`config.mk`:
```
export PLATFORM = sky130hd
export DESIGN_NAME = pipe_no_data_hazards_ex
export DESIGN_NICKNAME = d
export VERILOG_FILES = /design/src/rtl/pipe_no_data_hazards_ex_pkg.sv /design/src/rtl/pipe_no_data_hazards_ex_alu.sv /design/src/rtl/pipe_no_data_hazards_ex.sv
export SDC_FILE = /design/constraint.sdc
export NUM_CORES = 1
export LEC_CHECK = 0
export BUFFER_PORTS_ARGS = -buffer_cell sky130_fd_sc_hd__clkbuf_2
export CORE_MARGIN = 2
export CORE_UTILIZATION = 30
export DETAILED_ROUTE_END_ITERATION = 7
export HOLD_SLACK_MARGIN = 0.06
export PLACE_DENSITY = 0.5
export REMOVE_ABC_BUFFERS = 1
export SLEW_MARGIN = 10
export SYNTH_ARGS = -nofsm -noshare
export SYNTH_HDL_FRONTEND = slang
export SYNTH_SLANG_ARGS = --single-unit
```
`constraint.sdc`:
```
create_clock -name clk -period 11 [get_ports clk]
set_clock_uncertainty 0.05 [all_clocks]
set_input_delay 2.75 -clock clk [delete_from_list [all_inputs] [get_ports clk]]
set_output_delay 2.75 -clock clk [all_outputs]
set_load 0.01 [all_outputs]
```
`src/rtl/pipe_no_data_hazards_ex_pkg.sv`:
```
//==============================================================================
// Module : pipe_no_data_hazards_ex_pkg
// Brief  : Shared ALU opcodes, operand-select encodings and ID/EX record type.
// Rev    : 1.0
//==============================================================================
`default_nettype none

package pipe_no_data_hazards_ex_pkg;

    // ALU operation codes; bit 3 only distinguishes sra from srl
    localparam logic [3:0] ALUC_ADD = 4'b0000;
    localparam logic [3:0] ALUC_SUB = 4'b0100;
    localparam logic [3:0] ALUC_AND = 4'b0001;
    localparam logic [3:0] ALUC_OR  = 4'b0101;
    localparam logic [3:0] ALUC_XOR = 4'b0010;
    localparam logic [3:0] ALUC_LUI = 4'b0110;
    localparam logic [3:0] ALUC_SLL = 4'b0011;
    localparam logic [3:0] ALUC_SRL = 4'b0111;
    localparam logic [3:0] ALUC_SRA = 4'b1111;

    localparam logic [1:0] SEL_QA  = 2'b00;
    localparam logic [1:0] SEL_MEM = 2'b01;
    localparam logic [1:0] SEL_WB  = 2'b10;
    localparam logic [1:0] SEL_IMM = 2'b11;

    typedef struct packed {
        logic        wreg;
        logic        m2reg;
        logic        wmem;
        logic [3:0]  aluc;
        logic [1:0]  sela;
        logic [1:0]  selb;
        logic [4:0]  wn;
        logic [31:0] qa;
        logic [31:0] qb;
        logic [31:0] imm;
    } idex_t;

endpackage

`default_nettype wire

```
`src/rtl/pipe_no_data_hazards_ex_alu.sv`:
```
//==============================================================================
// Module : pipe_alu
// Brief  : 32-bit combinational ALU for the EX stage.
// Rev    : 1.0
//==============================================================================
`default_nettype none

module pipe_alu
    import pipe_no_data_hazards_ex_pkg::*;
(
    input  logic [31:0] a_i,
    input  logic [31:0] b_i,
    input  logic [3:0]  aluc_i,
    output logic [31:0] result_o
);

    always_comb begin
        result_o = 32'h0;
        case (aluc_i[2:0])
            ALUC_ADD[2:0]: result_o = a_i + b_i;
            ALUC_SUB[2:0]: result_o = a_i - b_i;
            ALUC_AND[2:0]: result_o = a_i & b_i;
            ALUC_OR[2:0]:  result_o = a_i | b_i;
            ALUC_XOR[2:0]: result_o = a_i ^ b_i;
            ALUC_LUI[2:0]: result_o = {b_i[15:0], 16'h0000};
            ALUC_SLL[2:0]: result_o = b_i << a_i[4:0];
            ALUC_SRL[2:0]: begin
                // Shared low bits for srl/sra; bit 3 selects sign fill
                if (aluc_i[3])
                    result_o = 32'($signed(b_i) >>> a_i[4:0]);
                else
                    result_o = b_i >> a_i[4:0];
            end
            default:       result_o = 32'h0;
        endcase
    end

endmodule

`default_nettype wire

```
`src/rtl/pipe_no_data_hazards_ex.sv`:
```
//==============================================================================
// Module : pipe_no_data_hazards_ex
// Brief  : EX stage: ID/EX register, forwarding operand muxes and ALU.
// Rev    : 1.0
//==============================================================================
`default_nettype none

module pipe_no_data_hazards_ex
    import pipe_no_data_hazards_ex_pkg::*;
(
    input  logic        clk,
    input  logic        clrn,
    input  logic        IDwreg,
    input  logic        IDm2reg,
    input  logic        IDwmem,
    input  logic [3:0]  IDaluc,
    input  logic [1:0]  IDselectAlua,
    input  logic [1:0]  IDselectAlub,
    input  logic [4:0]  IDwn,
    input  logic [31:0] IDqa,
    input  logic [31:0] IDqb,
    input  logic [31:0] IDsaOrImme,
    input  logic [31:0] MEMaluResult,
    input  logic [31:0] WBdata,
    output logic        EXwreg,
    output logic        EXm2reg,
    output logic        EXwmem,
    output logic [4:0]  EXwn,
    output logic [31:0] EXaluResult,
    output logic [31:0] EXqb
);

    idex_t       idex_d;
    idex_t       idex_q;
    logic [31:0] alu_a;
    logic [31:0] alu_b;

    always_comb begin
        idex_d       = '0;
        idex_d.wreg  = IDwreg;
        idex_d.m2reg = IDm2reg;
        idex_d.wmem  = IDwmem;
        idex_d.aluc  = IDaluc;
        idex_d.sela  = IDselectAlua;
        idex_d.selb  = IDselectAlub;
        idex_d.wn    = IDwn;
        idex_d.qa    = IDqa;
        idex_d.qb    = IDqb;
        idex_d.imm   = IDsaOrImme;
    end

    // clrn is active-high despite its name
    always_ff @(posedge clk or posedge clrn) begin
        if (clrn)
            idex_q <= '0;
        else
            idex_q <= idex_d;
    end

    // Forwarded values come straight from later stages, not from the register
    always_comb begin
        alu_a = idex_q.qa;
        case (idex_q.sela)
            SEL_QA:  alu_a = idex_q.qa;
            SEL_MEM: alu_a = MEMaluResult;
            SEL_WB:  alu_a = WBdata;
            SEL_IMM: alu_a = idex_q.imm;
            default: alu_a = idex_q.qa;
        endcase
    end

    always_comb begin
        alu_b = idex_q.qb;
        case (idex_q.selb)
            SEL_QA:  alu_b = idex_q.qb;
            SEL_MEM: alu_b = MEMaluResult;
            SEL_WB:  alu_b = WBdata;
            SEL_IMM: alu_b = idex_q.imm;
            default: alu_b = idex_q.qb;
        endcase
    end

    pipe_alu u_alu (
        .a_i      (alu_a),
        .b_i      (alu_b),
        .aluc_i   (idex_q.aluc),
        .result_o (EXaluResult)
    );

    assign EXwreg  = idex_q.wreg;
    assign EXm2reg = idex_q.m2reg;
    assign EXwmem  = idex_q.wmem;
    assign EXwn    = idex_q.wn;
    assign EXqb    = idex_q.qb;

endmodule

`default_nettype wire

```
==> out/metrics.csv <==
metric,value,unit
outcome,"finished, final reports clean",
cp_max_fo,11,
gp_congestion,0.991,
cts_resized,0,
postCtsHoldBufs,0,
wl_per_cell,25.0,um
grt_setup_unrepaired,false,
synth-main-ff-cell,dfrtp_1,
antenna_found_initial,0,
p_total,1.84,mW
die_h,208,um
tritoncts,done,
ir_drop,0.000135,V
critPathCapture,EXaluResult[26],
max_cap_violations,0,
cts_sinks,112,
holdWs,2300,ps
post-route-util,34.7,%
async_reset_ff_share,100,%
synthAdderAreaFrac,10.2,%
synthSimpleGateAreaFrac,13.9,%
setup.worst_path.class,primary input to output port,
synth_compound_area_share,21.3,%
synth_area_leader_cell,dfrtp_1,
crit_start,WBdata[9],
clk_pin_slew,90,ps
drc,0,
nNetsFinal,1894,
timing.fmax,94.4,MHz
syn2layout_area_growth,13.9,%
synth.avg_cell_area,8.49,um2
io_buffers,249,
synthMuxAreaShare,19.6,%
synth_most_common_cell,nor2_1,
synth_cell_types,78,
holdCritPathClass,primary input to async pin,
regArea,2810,um2
netlist_instances,1467,
die_w,208,um
cts_made_buffers,9,
ys_warn_count,0,
hold_viol,0,
grt_max_degree,83,
seq_area_frac_synth,22.5,%
drive_above_1_share,25.0,%
wl,53.8,mm
grt.total_usage,24.6,%
netlist.area_leader.share,22.5,%
synth-edff-count,0,
powerDensity,130,nW/um2
cts_setup_buffers,0,
antenna_left,0,
io_pins,250,
min_period,10590,ps
synth_top_family_by_area,compound AO/OA/AOI/OAI gates,
multi_input_area,8610,um2
cts_buffer_depth,2,
met1_usage,34.4,%
dpl.hpwl,42.0,mm
nFillCells,4384,
grt.overflow.total,0,
met2_usage,37.2,%
final_cells,2152,
syn-cell-area,12500,um2
synthXorXnorAreaFrac,4.00,%
gr-usage-met3,4.24,%
timing.final.crit_share,96.3,%
h-tree-depth,3,
grt_pass1_wl,79.8,mm
dp_cells,2136,
dieArea,43200,um2
root_buffer,clkbuf_16,
cp.arrival,7790,ps
drt_iter0_markers,1328,
end_kind,output port,
required,8200,ps
viasPerCell,5.80,
start_kind,primary input,
relSlewSlack,39.7,%
grt.busiest_layer,met2,
power_leakage,6.44,nW
rows,74,
n_antenna_cell,0,
initial_core_util,30.4,%
core_area,40900,um2
vias,12500,
grt_pass1_vias,12100,
setup_tns,0,ps
dr.pass1.iters,7,
synth.cells.most_frequent,"160 x nor2_1, 143 x nand2_1, 125 x a21oi_1",
worst_pin_slew,897,ps
final-setup-viol-count,0,
synth_area_leaders,"dfrtp_1 22%, mux4_2 11%, ha_1 10%",
ys_seq_elements,112,
maxSlewViolCount,0,
==> critical path: stages <==
cell	delay, ps
clkbuf_2	90
mux4_2	610
or4_4	600
nor3_2	180
nor3b_2	280
nand2_1	160
o21ai_0	220
xnor2_1	110
ha_1	410
and3_1	240
nand2b_1	110
o31ai_1	460
o21ai_0	200
a2111oi_1	630
mux2_2	410
o211ai_1	160
clkbuf_2	170
==> cell usage in the layout, fill, tap and decap left out, types with 4 or more instances in the layout <==
cell	Yosys	routed
inv_1	73	71
o31ai_1	7	7
nor3_1	17	16
dfrtp_1	112	107
dfrtp_2	0	5
o21ai_1	6	6
a21o_1	14	14
a211oi_1	23	23
o221ai_1	11	11
a31o_2	4	4
a222oi_1	7	7
o22ai_1	16	16
o21ai_0	90	90
nand3_1	21	21
nand2b_1	12	12
nand2_1	143	143
a31oi_1	23	23
and3_1	4	4
o41ai_1	4	4
or2_2	4	4
mux2i_1	85	85
a21oi_1	125	125
nor2b_1	4	4
mux4_2	63	62
nand4_1	6	6
mux2_2	15	15
or3_1	5	5
ha_1	100	100
xor2_1	11	11
buf_4	38	31
o21a_1	8	8
clkbuf_16	0	9
clkinv_1	4	4
nor2_1	160	159
a221oi_1	8	8
o211ai_1	29	29
xnor2_1	44	44
clkbuf_2	0	249
a22oi_1	10	10
==> logic make-up after synthesis <==
| logic type | count (synthesis) |
|---|---|
| flops | 112 |
| xor+xnor | 56 |
| mux | 163 |
| compound gates | 418 |
| fa+ha+maj | 101 |
| buf+inv | 221 |
| simple gates | 396 |
==> flip-flops by register name, summed over array words and instances, names as in the netlist <==
signal	flops
EXwreg	1
idex_q	72
EXqb	32
EXm2reg	1
EXwmem	1
EXwn	5
==> through the flow <==
stage / cell area (um2) / setup WS, ps
6_report: 14200 / 411
5_1_grt: 14200 / 124
4_1_cts: 14200 / 332
3_5_place_dp: 13900 / 372
3_3_place_gp: 13900 / 434
2_1_floorplan: 11700 / 975
==> report_power, final <==
group	switching [mW]	internal [mW]	leakage [nW]
Clock	0.205	0.186	0.160
Combinational	0.638	0.366	4.98
Sequential	0.0169	0.432	1.30
Total	0.860	0.984	6.44
==> worst min path at each step <==
stage,slack (ps),depth (start not counted),end
after floorplan,2730,0,EXm2reg$_DFF_PP0_
after CTS,2300,2,idex_q[10]$_DFF_PP0_
after global placement,2750,2,idex_q[10]$_DFF_PP0_
after detailed placement,2750,2,idex_q[10]$_DFF_PP0_
final,2300,2,idex_q[76]$_DFF_PP0_
after global routing,2340,2,idex_q[10]$_DFF_PP0_
==> per-layer routing <==
metal	part of all wire, %	up-vias
met3	7.2	97
met4	4.0	0
li1	-	5607
met2	44	613
met5	0	-
met1	44	6157
==> final cells by class <==
class	count	share of cell area [%]
multi-input combinational	1134	60.7
sequential	112	19.8
timing repair buffer	280	10.4
tap	532	4.69
inverter	78	2.10
clock buffer	9	1.59
clock inverter	7	0.758
Note: power is estimated with default switching activity, not from simulation.
